[config.mk]
export PLATFORM = sky130hd
export DESIGN_NAME = mem_stage_flat
export DESIGN_NICKNAME = d
export VERILOG_FILES = /design/src/rtl/mem_stage_if.sv /design/src/rtl/mem_stage.sv /design/src/flat_wrapper.sv
export SDC_FILE = /design/constraint.sdc
export NUM_CORES = 1
export LEC_CHECK = 0
export ABC_AREA = 1
export BUFFER_PORTS_ARGS = -buffer_cell sky130_fd_sc_hd__buf_2
export CORE_MARGIN = 8
export CORE_UTILIZATION = 30
export CTS_CLUSTER_DIAMETER = 150
export DETAILED_ROUTE_END_ITERATION = 10
export PLACE_DENSITY_LB_ADDON = 0.15
export SLEW_MARGIN = 20
export SYNTH_ARGS = -nofsm -noshare
export SYNTH_HDL_FRONTEND = slang
export SYNTH_SLANG_ARGS = --single-unit
[constraint.sdc]
create_clock -name clk -period 2.8 [get_ports clk]
set_input_delay 0.56 -clock clk [delete_from_list [all_inputs] [get_ports clk]]
set_output_delay 0.56 -clock clk [all_outputs]
set_load 0.02 [all_outputs]
[src/rtl/mem_stage_if.sv]
// Data-memory request/acknowledge port between mem_stage (master) and the memory (slave).
interface mem_stage_if;
    logic        memReq;
    logic        memWr;
    logic [15:0] memAddr;
    logic [15:0] memWrData;
    logic        memAck;
    logic [15:0] memRdData;

    modport master (
        output memReq, memWr, memAddr, memWrData,
        input  memAck, memRdData
    );

    modport slave (
        input  memReq, memWr, memAddr, memWrData,
        output memAck, memRdData
    );
endinterface

[src/rtl/mem_stage.sv]
// Memory-access pipeline stage: req/ack wait FSM with timeout, upstream stall, MEM/WB register.
// Optional misaligned-access trap enabled by defining MEM_ALIGN_CHK_EN.
module mem_stage #(
    parameter int TIMEOUT_CYCLES = 16,
    parameter int CNT_W          = 8
) (
    input  logic        clk,
    input  logic        rst,
    input  logic [15:0] aluOut,
    input  logic [15:0] reg2Data,
    input  logic [15:0] setVal,
    input  logic [15:0] nextPc,
    input  logic        memEn,
    input  logic        memWrt,
    input  logic        regWrt,
    input  logic [2:0]  regWrtSrc,
    input  logic [2:0]  writeReg,
    input  logic        halt,
    input  logic        errIn,
    mem_stage_if.master mem,
    output logic        stall,
    output logic [15:0] memDataOut,
    output logic [15:0] aluOutOut,
    output logic [15:0] setValOut,
    output logic [15:0] nextPcOut,
    output logic        regWrtOut,
    output logic [2:0]  regWrtSrcOut,
    output logic [2:0]  writeRegOut,
    output logic        haltOut,
    output logic        errOut,
    output logic        validOut
);

    typedef enum logic [0:0] {
        S_IDLE = 1'b0,
        S_WAIT = 1'b1
    } state_t;

    localparam logic [CNT_W-1:0] CNT_LAST = CNT_W'(TIMEOUT_CYCLES - 1);

    state_t           state_r;
    state_t           state_next_s;
    logic [CNT_W-1:0] cnt_r;
    logic [CNT_W-1:0] cnt_next_s;
    logic             req_s;
    logic             stall_s;
    logic             done_s;
    logic             abort_s;
    logic             align_fault_s;
    logic             err_s;

`ifdef MEM_ALIGN_CHK_EN
    // A misaligned access never reaches memory; it retires immediately as an error.
    assign align_fault_s = (state_r == S_IDLE) && memEn && aluOut[0];
`else
    assign align_fault_s = 1'b0;
`endif

    // State and wait-counter register.
    always_ff @(posedge clk or negedge rst) begin
        if (!rst) begin
            state_r <= S_IDLE;
            cnt_r   <= {CNT_W{1'b0}};
        end else begin
            state_r <= state_next_s;
            cnt_r   <= cnt_next_s;
        end
    end

    // Next-state, request and stall decode.
    always_comb begin
        state_next_s = state_r;
        cnt_next_s   = cnt_r;
        req_s        = 1'b0;
        stall_s      = 1'b0;
        done_s       = 1'b0;
        abort_s      = 1'b0;
        case (state_r)
            S_IDLE: begin
                if (memEn && !align_fault_s) begin
                    req_s = 1'b1;
                    if (mem.memAck) begin
                        done_s = 1'b1;
                    end else begin
                        stall_s      = 1'b1;
                        state_next_s = S_WAIT;
                        cnt_next_s   = CNT_W'(1);
                    end
                end else begin
                    state_next_s = S_IDLE;
                end
            end
            S_WAIT: begin
                if (mem.memAck) begin
                    req_s        = 1'b1;
                    done_s       = 1'b1;
                    state_next_s = S_IDLE;
                    cnt_next_s   = {CNT_W{1'b0}};
                end else if (cnt_r < CNT_LAST) begin
                    req_s      = 1'b1;
                    stall_s    = 1'b1;
                    cnt_next_s = cnt_r + CNT_W'(1);
                end else begin
                    // Request is withdrawn in the abort cycle so memory never sees a late ack.
                    abort_s      = 1'b1;
                    state_next_s = S_IDLE;
                    cnt_next_s   = {CNT_W{1'b0}};
                end
            end
            default: begin
                state_next_s = S_IDLE;
                cnt_next_s   = {CNT_W{1'b0}};
            end
        endcase
    end

    assign mem.memReq    = rst & req_s;
    assign mem.memWr     = memWrt;
    assign mem.memAddr   = aluOut;
    assign mem.memWrData = reg2Data;
    assign stall         = rst & stall_s;
    assign err_s         = errIn | abort_s | align_fault_s;

    // MEM/WB pipeline register: bubble while stalled, otherwise retire the instruction.
    always_ff @(posedge clk or negedge rst) begin
        if (!rst) begin
            memDataOut   <= 16'h0000;
            aluOutOut    <= 16'h0000;
            setValOut    <= 16'h0000;
            nextPcOut    <= 16'h0000;
            regWrtOut    <= 1'b0;
            regWrtSrcOut <= 3'b000;
            writeRegOut  <= 3'b000;
            haltOut      <= 1'b0;
            errOut       <= 1'b0;
            validOut     <= 1'b0;
        end else if (stall_s) begin
            regWrtOut <= 1'b0;
            haltOut   <= 1'b0;
            errOut    <= 1'b0;
            validOut  <= 1'b0;
        end else begin
            memDataOut   <= (done_s && !memWrt) ? mem.memRdData : 16'h0000;
            aluOutOut    <= aluOut;
            setValOut    <= setVal;
            nextPcOut    <= nextPc;
            regWrtOut    <= regWrt & ~err_s;
            regWrtSrcOut <= regWrtSrc;
            writeRegOut  <= writeReg;
            haltOut      <= halt;
            errOut       <= err_s;
            validOut     <= 1'b1;
        end
    end

endmodule

[src/flat_wrapper.sv]
// flat-port wrapper written by rule: the top's interface ports become plain ports
module mem_stage_flat 
#(
    parameter int TIMEOUT_CYCLES = 16,
    parameter int CNT_W          = 8
)
  (clk, rst, aluOut, reg2Data, setVal, nextPc, memEn, memWrt, regWrt, regWrtSrc, writeReg, halt, errIn, stall, memDataOut, aluOutOut, setValOut, nextPcOut, regWrtOut, regWrtSrcOut, writeRegOut, haltOut, errOut, validOut, mem_memReq, mem_memWr, mem_memAddr, mem_memWrData, mem_memAck, mem_memRdData);
  mem_stage_if mem_i ();
  input  logic clk;
  input  logic rst;
  input  logic [15:0] aluOut;
  input  logic [15:0] reg2Data;
  input  logic [15:0] setVal;
  input  logic [15:0] nextPc;
  input  logic memEn;
  input  logic memWrt;
  input  logic regWrt;
  input  logic [2:0] regWrtSrc;
  input  logic [2:0] writeReg;
  input  logic halt;
  input  logic errIn;
  output logic stall;
  output logic [15:0] memDataOut;
  output logic [15:0] aluOutOut;
  output logic [15:0] setValOut;
  output logic [15:0] nextPcOut;
  output logic regWrtOut;
  output logic [2:0] regWrtSrcOut;
  output logic [2:0] writeRegOut;
  output logic haltOut;
  output logic errOut;
  output logic validOut;
  output wire logic [$bits(mem_i.memReq)-1:0] mem_memReq;
  output wire logic [$bits(mem_i.memWr)-1:0] mem_memWr;
  output wire logic [$bits(mem_i.memAddr)-1:0] mem_memAddr;
  output wire logic [$bits(mem_i.memWrData)-1:0] mem_memWrData;
  input wire logic [$bits(mem_i.memAck)-1:0] mem_memAck;
  input wire logic [$bits(mem_i.memRdData)-1:0] mem_memRdData;
  assign mem_memReq = mem_i.memReq;
  assign mem_memWr = mem_i.memWr;
  assign mem_memAddr = mem_i.memAddr;
  assign mem_memWrData = mem_i.memWrData;
  assign mem_i.memAck = mem_memAck;
  assign mem_i.memRdData = mem_memRdData;
  mem_stage #(.TIMEOUT_CYCLES(TIMEOUT_CYCLES), .CNT_W(CNT_W)) u_core (.clk(clk), .rst(rst), .aluOut(aluOut), .reg2Data(reg2Data), .setVal(setVal), .nextPc(nextPc), .memEn(memEn), .memWrt(memWrt), .regWrt(regWrt), .regWrtSrc(regWrtSrc), .writeReg(writeReg), .halt(halt), .errIn(errIn), .mem(mem_i), .stall(stall), .memDataOut(memDataOut), .aluOutOut(aluOutOut), .setValOut(setValOut), .nextPcOut(nextPcOut), .regWrtOut(regWrtOut), .regWrtSrcOut(regWrtSrcOut), .writeRegOut(writeRegOut), .haltOut(haltOut), .errOut(errOut), .validOut(validOut));
endmodule
==> reports/metrics.csv, run 1 <==
metric,value,unit
maxCapViolCount,0,
fillers,1250,
crit_start,u_core.cnt_r[0]$_DFFE_PN0P_,
nets,641,
ys_types,18,
path_class,reg -> out,
cp-end-kind,output pin,
rr_worst_depth,7,
fmax,0.442,GHz
grt_max_degree,72,
rsz0062_at_grt,no,
critPathMostFrequentCell,nand3_1,
synthFlopType,dfrtp_1,
grt_pass1_vias,3473,
grt_pass1_wl,17900,um
clock_path_buffers,2,
tritoncts,yes,
skew,0.00576,ns
antenna_found_initial,0,
rrSetupSlack,0.85,ns
n_antenna_cell,0,
io_pins,203,
slew_viol_final,0,
setup_violations,0,
start_kind,flop,
tightestPinTransition,0.816,ns
synth_area_leader_cell,dfrtp_1,
overflow,0,
synthCells,418,
irDropWorstVdd,284,uV
p_per_area,717,nW/um2
synth_edf_count,0,
syn_avg_cell_area,8.94,um2
grt_util_met2,0.195,
clock_latency,0.34,ns
place.gp.congestion,0.751,
crit_end,stall,
min_period,2.26,ns
synth_top_area_frac,0.556,
hp-class,in -> async,
fin_crit_sh,0.808,
holdBufCountCts,0,
post-dp-hpwl,7680,um
relSlewSlack,0.456,
coreArea,12100,um2
grt_use_met3,0.0774,
path_clk_slew,0.06,ns
syn-num-nets,513,
fp.dieArea,16300,um2
initial_utilization,0.310,
slowest_stage,dfrtp_1,
cp_max_fo,4,
cts_made_buffers,9,
cts-resized-gates,0,
yosysWarnings,0,
drt_wl_total,11100,um
die_width,128,um
io_buffer_count,170,
drive_above_1_share,0.359,
worstPathArrival,1.70,ns
outcome,"finished, final reports clean",
syn_area,3740,um2
finalNonFillerCells,719,
rows,40,
routedWlPerCell,15.4,um
setup_tns,0,ns
dr.pass1.iters,6,
clock-root-buffer,clkbuf_16,
synth-seq-cells,83,
synthTopCellsByArea,"dfrtp_1 (56%), nand3_1 (17%), nand2_1 (11%)",
viasPerCell,4.58,
cts_setup_buffers,0,
antenna_left,0,
ys_top_cells_by_count,"nand3_1 (129), nand2_1 (106), dfrtp_1 (83)",
r2r-end,u_core.setValOut[14]$_DFFE_PN0N_,
dpl.cell_count,703,
required,2.24,ns
cts.sinks,83,
r2r_start,u_core.cnt_r[0]$_DFFE_PN0P_,
grt-busiest-layer,met2,
ys_seq_area_frac,0.556,
power_leakage,2.69,nW
critical-path-max-stage-delay,0.40,ns
area_growth,28.4,%
vias,3295,
cts.htree.levels,3,
drc,0,
cp_cell_sequence,ha_1 > nand3_1 > nand3_1 > nand2_2 > nand2_1 > nor2_1 > buf_2,
drt_iter0_drc,176,
async_flop_share,1.00,
fp.dieH,128,um
synth_most_common_cell,nand3_1,
grt_use_total,0.139,
use_met1,0.170,
hold_viol_final,0,
==> state kept, by name, indices dropped and copies added, names as in the netlist <==
name,cells
u_core.state_r,1
u_core.cnt_r,8
u_core.setValOut,16
u_core.validOut,1
u_core.regWrtOut,1
u_core.writeRegOut,3
u_core.regWrtSrcOut,3
u_core.aluOutOut,16
u_core.haltOut,1
u_core.memDataOut,16
u_core.errOut,1
u_core.nextPcOut,16
==> metal layers <==
layer / wire [um] / up-vias
met3: 1560 / 18
met4: 205 / 0
met2: 4470 / 165
met5: 0 / -
met1: 4870 / 1525
li1: - / 1587
==> layout make-up <==
class / count / area, um2 / area share
well taps: 168 / 210 / 0.0438
flip-flops and latches: 83 / 2080 / 0.433
inverters: 13 / 48.8 / 0.0102
clock buffers: 12 / 267 / 0.0556
repair buffers: 176 / 898 / 0.187
clock inverters: 4 / 95.1 / 0.0198
multi-input cells: 263 / 1200 / 0.250
==> through the flow <==
stage / setup WS (ns) / hold WS (ns) / utilization / total power, mW / area [um2]
finish: 0.539 / 0.260 / 0.398 / 3.44 / 4800
global placement: 0.770 / 0.477 / 0.368 / 2.06 / 4440
floorplan: 0.927 / 0.264 / - / 1.83 / 3740
detailed placement: 0.747 / 0.485 / 0.368 / 2.07 / 4440
CTS: 0.492 / 0.262 / 0.398 / 3.51 / 4800
global route: 0.365 / 0.275 / 0.398 / 3.64 / 4800
==> where the power goes <==
| part | switching, mW | internal [mW] | total (mW) | leakage, nW |
|---|---|---|---|---|
| Clock | 0.470 | 0.943 | 1.41 | 0.179 |
| Sequential | 0.0673 | 1.32 | 1.39 | 1.03 |
| Combinational | 0.427 | 0.211 | 0.638 | 1.48 |
| Total | 0.964 | 2.48 | 3.44 | 2.69 |
==> worst min path at each step <==
stage               slack [ns]  cells after the start                                 to
global route              0.28                      2        u_core.cnt_r[2]$_DFFE_PN0P_
floorplan                 0.26                      0    u_core.aluOutOut[0]$_DFFE_PN0N_
global placement          0.48                      2   u_core.memDataOut[8]$_DFFE_PN0N_
CTS                       0.26                      2    u_core.nextPcOut[8]$_DFFE_PN0N_
finish                    0.26                      2        u_core.cnt_r[2]$_DFFE_PN0P_
detailed placement        0.48                      2  u_core.memDataOut[13]$_DFFE_PN0N_
==> critical path: cells and delay by family, from the launching register on <==
family / cells / cell delay, ns
adders and majority gates: 1 / 0.25
buffers and inverters: 1 / 0.18
DFF: 1 / 0.40
and+or+nand+nor: 5 / 0.52
==> cells in the final DEF (no fill, tap or decap) <==
cell type,synthesis,final
a21oi_1,1,1
buf_2,20,169
buf_4,34,7
bufinv_16,0,3
clkbuf_16,0,9
clkbuf_8,0,3
clkinv_2,0,1
dfrtp_1,83,83
ha_1,1,1
inv_1,13,13
nand2_1,106,105
nand2_2,1,2
nand3_1,129,129
nand3_2,1,1
nand4_1,1,1
nor2_1,18,18
nor2_2,1,1
nor2_4,1,1
nor3_4,1,1
o21ai_0,1,1
xor2_1,1,1
==> cells by family (layout without fill, tap and decap cells) <==
logic type	after synthesis	count (layout)	synth area share
buffers and inverters	72	205	0.123
AOI/OAI and AO/OA	2	2	0.00268
adders and majority gates	1	1	0.00335
and+or+nand+nor	259	259	0.312
DFF	83	83	0.556
xor gates and xnor gates	1	1	0.00234
(Power assumes the default switching activity.)
==> inputs of run 2 (changes only) <==
Settings changed: ABC_AREA 1 to 0.
Clock period 2.8 ns to 1.83 ns, I/O delays scaled along.
==> run 2 against run 1 <==
Effect of this change: the flow now finishes with violations (setup timing); final cell count grew 19%; hold slack lost 0.13 ns; sequential share of layout area shrank 11 points; critical path type unchanged; critical endpoint unchanged; largest power group unchanged.
==> reports/metrics.csv, run 2 <==
metric,value,unit,change
outcome,finished with violations,,"was finished, final reports clean"
violations,setup timing,,
ys_types,39,,was 18
synthFlopType,dfrtp_1,,unchanged
worstPathArrival,1.80,ns,was 1.70 ns
initial_utilization,0.308,,was 0.310
post-dp-hpwl,10400,um,was 7680 um
die_width,144,um,was 128 um
skew,0.00569,ns,was 0.00576 ns
holdBufCountCts,0,,unchanged
rows,46,,was 40
syn_avg_cell_area,9.87,um2,was 8.94 um2
dr.pass1.iters,4,,was 6
required,1.46,ns,was 2.24 ns
cp_max_fo,3,,was 4
hold_viol_final,0,,unchanged
overflow,0,,unchanged
grt_use_total,0.150,,was 0.139
n_antenna_cell,0,,unchanged
fillers,1563,,"was 1,250"
power_leakage,2.89,nW,was 2.69 nW
fp.dieArea,20700,um2,"was 16,300 um2"
p_comb_frac,0.269,,was 0.185
syn_area,4900,um2,was 3740 um2
fin_util,0.399,,was 0.398
viasPerCell,5.18,,was 4.58
synthTopCellsByArea,"dfrtp_1 (42%), a221o_1 (11%), nand3b_1 (8.3%)",,"was dfrtp_1 (56%), nand3_1 (17%), nand2_1 (11%)"
synth_top_area_frac,0.424,,was 0.556
ys_seq_area_frac,0.424,,was 0.556
synth_edf_count,0,,unchanged
coreArea,15900,um2,"was 12,100 um2"
switching_share,0.310,,was 0.280
min_period,2.16,ns,
p_per_area,967,nW/um2,was 717 nW/um2
irDropWorstVdd,479,uV,was 284 uV
final_common_cell,buf_2,,unchanged
p_seq_frac,0.362,,was 0.404
synth-seq-cells,83,,unchanged
tritoncts,yes,,unchanged
dpl-instance-area,5870,um2,was 4440 um2
antenna_left,0,,unchanged
start_kind,flop,,unchanged
power_frac_clock,0.369,,was 0.410
syn-num-nets,592,,was 513
routedWlPerCell,18.3,um,was 15.4 um
grt_pass1_vias,4522,,"was 3,473"
cp-end-kind,output pin,,unchanged
path_class,reg -> out,,unchanged
layout_setup_ws,-0.335,ns,was 0.539 ns
fin_crit_sh,1.18,,
maxCapViolCount,0,,unchanged
drt_wl_total,15600,um,"was 11,100 um"
io_pins,203,,unchanged
hp-class,in -> async,,unchanged
synthCells,497,,was 418
antenna_found_initial,0,,unchanged
io_buffer_count,170,,unchanged
grt_max_degree,113,,was 72
synth_area_leader_cell,dfrtp_1,,unchanged
cts_made_buffers,9,,unchanged
cts.htree.levels,3,,unchanged
drc,0,,unchanged
drive_above_1_share,0.366,,was 0.359
fmax,0.462,GHz,
rsz0062_at_grt,yes,,was no
drt_iter0_drc,225,,was 176
nets,730,,was 641
mostFrequentLayoutCells,"buf_2 (168), dfrtp_1 (82), nor2b_1 (57), a21oi_1 (57), nand2b_1 (56)",,"was buf_2 (169), nand3_1 (129), nand2_1 (105), dfrtp_1 (83), nor2_1 (18)"
p_int,4.25,mW,was 2.48 mW
slew_viol_final,0,,unchanged
async_flop_share,1.00,,unchanged
dp_slack,-0.0496,ns,was 0.747 ns
area_growth,29.8,%,was 28.4%
fp.dieH,144,um,was 128 um
clock_path_buffers,2,,unchanged
cts.sinks,83,,unchanged
ys_top_cells_by_count,"dfrtp_1 (83), a21oi_1 (57), nor2b_1 (57)",,"was nand3_1 (129), nand2_1 (106), dfrtp_1 (83)"
switchingPower,1.91,mW,was 0.964 mW
final_area,6370,um2,was 4800 um2
setup_violations,56,,was 0
vias,4436,,"was 3,295"
yosysWarnings,0,,unchanged
grt_pass1_wl,24300,um,"was 17,900 um"
clock_latency,0.34,ns,about the same
clock-root-buffer,clkbuf_16,,unchanged
tightestPinTransition,0.570,ns,was 0.816 ns
place.gp.congestion,0.799,,was 0.751
path_clk_slew,0.06,ns,about the same
relSlewSlack,0.620,,was 0.456
p_total,6.15,mW,was 3.44 mW
synth_most_common_cell,dfrtp_1,,was nand3_1
setup_tns,-4.34,ns,was 0 ns
[run 2: cell types whose count changed in the layout (fill, tap and decap cells not counted), moves of 5 or more]
cell      previous run  this run
a221o_1              0        54
a21oi_1              1        57
nand3_1            129         4
nand2b_1             0        56
nand2_1            105         0
inv_1               13         2
nand3b_1             0        54
buf_4                7        28
nor2_1              18         3
buf_12               0         5
nor2b_1              0        57
a22o_1               0        17
[run 2: worst paths after layout]
check	start	end	depth (start not counted)	slack, ns
max	u_core.cnt_r[7]$_DFFE_PN0P_	stall	4	-0.33
min	rst	u_core.state_r$_DFF_PN0_	2	0.13
max reg2reg	u_core.cnt_r[7]$_DFFE_PN0P_	u_core.setValOut[9]$_DFFE_PN0N_	6	-0.14
min reg2reg	u_core.memDataOut[2]$_DFFE_PN0N_	u_core.memDataOut[2]$_DFFE_PN0N_	1	0.50
max in group asynchronous	rst	u_core.nextPcOut[13]$_DFFE_PN0N_	2	1.30
min in group clk	errIn	u_core.regWrtOut$_DFF_PN0_	2	0.19
[run 2: power groups by stage]
stage | clock [mW] | sequential, mW | combinational [mW]
finish | 2.27 | 2.23 | 1.66
CTS | 2.33 | 2.22 | 1.66
detailed placement | 0 | 2.25 | 1.60
global placement | 0 | 2.24 | 1.56
floorplan | 0 | 2.48 | 0.792
global route | 2.41 | 2.26 | 1.79
[run 2: area by class of cell]
type                    instances  area, um2  share of cell area
well taps                     216        270              0.0425
multi-input cells             331       2380               0.375
clock buffers                  10        229              0.0360
repair buffers                207       1260               0.197
clock inverters                 6        136              0.0214
flip-flops and latches         83       2080               0.326
inverters                       3       11.3             0.00177
[run 2: timing repair]
action / in CTS / in global routing
cloned: 2 / 0
setup buffers: 2 / 4
setup endpoints to repair: 38 / 56
gates resized for setup: 4 / 8
pin swaps: 2 / 1
[run 2: layer usage]
metal / vias to the layer above / GRT usage / routed length [um]
met3: 21 / 0.0309 / 1010
met1: 2193 / 0.193 / 7080
met5: - / 0 / 0
met4: 0 / 0.0576 / 254
li1: 2068 / - / -
met2: 154 / 0.241 / 7300
[run 2: per-stage QoR]
stage / instances / hold WS (ns)
after floorplan: 497 / 0.0704
after global placement: 833 / 0.485
after detailed placement: 833 / 0.487
after CTS: 853 / 0.148
after global routing: 856 / 0.191
final: 856 / 0.126
[run 2: worst max-delay path: stages (launching register included)]
cell     delay [ns]
dfrtp_1        0.38
or4_4          0.58
o31ai_4        0.20
and2_4         0.18
buf_6          0.11
[run 2: logic make-up after synthesis]
family / Yosys count / synth area share
and+or+nand+nor: 190 / 0.258
buffers and inverters: 83 / 0.0990
adders and majority gates: 1 / 0.00255
AOI/OAI and AO/OA: 140 / 0.217
DFF: 83 / 0.424
==> inputs of run 3 (changes only) <==
Settings changed: CORE_UTILIZATION 30 to 44.
==> run 3 against run 2 <==
Effect of this change: the run still ends with setup timing left; register-to-register slack got worse by 0.06 ns; sequential power barely moved; wire length fell by 5.0%; clock skew rose by 0.0036 ns; count of clock-buffer cells in the layout rose by 4; combinational power barely moved; largest cell class unchanged; largest power group is now sequential cells.
==> reports/metrics.csv, run 3 (synthesized netlist as in run 2, its figures left out) <==
metric,value,unit,change
path_clk_slew,0.08,ns,was 0.06 ns
cts.sinks,83,,unchanged
relSlewSlack,0.545,,was 0.620
post-dp-hpwl,9620,um,"was 10,400 um"
rows,38,,was 46
irDropWorstVdd,328,uV,was 479 uV
skew,0.00933,ns,was 0.00569 ns
clock-root-buffer,clkbuf_8,,was clkbuf_16
grt_util_met2,0.297,,was 0.241
switching_share,0.346,,was 0.310
grt_max_degree,113,,unchanged
coreArea,10800,um2,"was 15,900 um2"
fp.dieH,122,um,was 144 um
use_met1,0.259,,was 0.193
place.gp.congestion,0.849,,was 0.799
worstPathArrival,1.81,ns,was 1.80 ns
p_seq_frac,0.431,,was 0.362
setup_violations,57,,was 56
outcome,finished with violations,,unchanged
antenna_left,0,,unchanged
power_leakage,2.82,nW,was 2.89 nW
io_buffer_count,170,,unchanged
drive_above_1_share,0.362,,was 0.366
cp_max_fo,3,,unchanged
overflow,0,,unchanged
fin_crit_sh,1.19,,was 1.18
p_comb_frac,0.321,,was 0.269
p_int,3.38,mW,was 4.25 mW
final_area,6140,um2,was 6370 um2
grt-busiest-layer,met2,,unchanged
dp_slack,-0.0407,ns,was -0.0496 ns
final_common_cell,buf_2,,unchanged
routedWlPerCell,19.1,um,was 18.3 um
grt_use_total,0.191,,was 0.150
clock_path_buffers,2,,unchanged
fillers,991,,"was 1,563"
clock_latency,0.36,ns,was 0.34 ns
critical-path-max-stage-delay,0.58,ns,about the same
vias,4456,,"was 4,436"
cp-end-kind,output pin,,unchanged
slowest_stage,or4_4,,unchanged
fmax,0.460,GHz,was 0.462 GHz
violations,setup timing,,unchanged
dpl.cell_count,753,,was 833
grt_pass1_vias,4468,,"was 4,522"
p_per_area,842,nW/um2,was 967 nW/um2
fin_util,0.566,,was 0.399
slew_viol_final,0,,unchanged
hold_viol_final,0,,unchanged
grt_use_met3,0.0453,,was 0.0309
finalNonFillerCells,780,,was 856
grt_pass1_wl,23100,um,"was 24,300 um"
cp_cell_sequence,or4_4 > o31ai_4 > and2_4 > buf_6,,unchanged
die_width,122,um,was 144 um
hp-class,in -> async,,unchanged
power_frac_clock,0.248,,was 0.369
dpl-instance-area,5730,um2,was 5870 um2
cts_made_buffers,9,,unchanged
drt_wl_total,14900,um,"was 15,600 um"
viasPerCell,5.71,,was 5.18
mostFrequentLayoutCells,"buf_2 (167), dfrtp_1 (82), nor2b_1 (57), nand2b_1 (56), a21oi_1 (56)",,"was buf_2 (168), dfrtp_1 (82), nor2b_1 (57), a21oi_1 (57), nand2b_1 (56)"
nets,729,,was 730
required,1.46,ns,about the same
area_growth,25.2,%,was 29.8%
switchingPower,1.79,mW,was 1.91 mW
rsz0062_at_grt,yes,,unchanged
drc,0,,unchanged
path_class,reg -> out,,unchanged
layout_setup_ws,-0.344,ns,was -0.335 ns
p_total,5.17,mW,was 6.15 mW
maxCapViolCount,0,,unchanged
start_kind,flop,,unchanged
drt_iter0_drc,345,,was 225
tritoncts,yes,,unchanged
antenna_found_initial,1,,was 0
cts.htree.levels,3,,unchanged
tightestPinTransition,0.683,ns,was 0.570 ns
fp.dieArea,14800,um2,"was 20,700 um2"
min_period,2.17,ns,was 2.16 ns
initial_utilization,0.452,,was 0.308
dr.pass1.iters,5,,was 4
io_pins,203,,unchanged
[run 3: changes by cell type in the layout (fill, tap and decap cells not counted), moves of 2 or more]
| cell | previous run | this run |
|---|---|---|
| clkbuf_16 | 9 | 4 |
| clkinv_2 | 0 | 2 |
| buf_4 | 28 | 23 |
| clkbuf_8 | 0 | 12 |
| bufinv_16 | 4 | 0 |
| buf_8 | 0 | 2 |
[run 3: timing repair]
item                       in CTS  in global routing
setup endpoints to repair      56                 56
buffers inserted                1                  1
pin swaps                       2                  6
gates resized for setup         8                  6
gates cloned                    2                  5
hold buffers                    1                  0
hold endpoints to repair       11                  0
[run 3: layer usage]
metal | share of wire | vias up
met2 | 0.47 | 151
met3 | 0.062 | 28
met5 | 0 | -
li1 | - | 2059
met4 | 0.020 | 0
met1 | 0.45 | 2218
[run 3: area by class of cell]
| type | instances | area (um2) | area share |
|---|---|---|---|
| inverter | 3 | 11.3 | 0.00183 |
| timing repair buffer | 206 | 1310 | 0.213 |
| tap | 140 | 175 | 0.0285 |
| clock inverter | 2 | 10.0 | 0.00163 |
| antenna | 1 | 2.50 | 0.000407 |
| multi-input combinational | 331 | 2380 | 0.388 |
| sequential | 83 | 2080 | 0.338 |
| clock buffer | 14 | 173 | 0.0281 |
[run 3: through the flow]
step	setup TNS, ns	hold WS, ns
6_report	-8.99	0.0303
5_1_grt	-12.51	0.0502
4_1_cts	-0.682	0.0338
3_5_place_dp	-0.661	0.232
3_3_place_gp	0	0.226
2_1_floorplan	-0.0716	0.0704
[run 3: worst max-delay path, delay by kind of cell (launching register included)]
kind,cells,cell delay (ns)
buf+inv,1,0.11
flops,1,0.39
simple gates,2,0.75
compound gates,1,0.20
[run 3: power by group through the flow]
| stage | combinational, mW | sequential [mW] | clock [mW] |
|---|---|---|---|
| finish | 1.66 | 2.23 | 1.28 |
| global placement | 1.50 | 2.25 | 0 |
| floorplan | 0.792 | 2.48 | 0 |
| detailed placement | 1.54 | 2.26 | 0 |
| global route | 1.79 | 2.26 | 1.39 |
| CTS | 1.59 | 2.23 | 1.30 |
[run 3: worst paths after layout]
path / start / endpoint / slack (ns) / depth (start not counted)
worst max-delay path: u_core.cnt_r[7]$_DFFE_PN0P_ / stall / -0.34 / 4
worst min-delay path: rst / u_core.aluOutOut[9]$_DFFE_PN0N_ / 0.03 / 2
worst max register to register: u_core.cnt_r[7]$_DFFE_PN0P_ / u_core.nextPcOut[6]$_DFFE_PN0N_ / -0.20 / 7
worst min register to register: u_core.memDataOut[7]$_DFFE_PN0N_ / u_core.memDataOut[7]$_DFFE_PN0N_ / 0.51 / 1
max in group asynchronous: rst / u_core.memDataOut[14]$_DFFE_PN0N_ / 0.91 / 2
min in group clk: errIn / u_core.regWrtOut$_DFF_PN0_ / 0.17 / 2
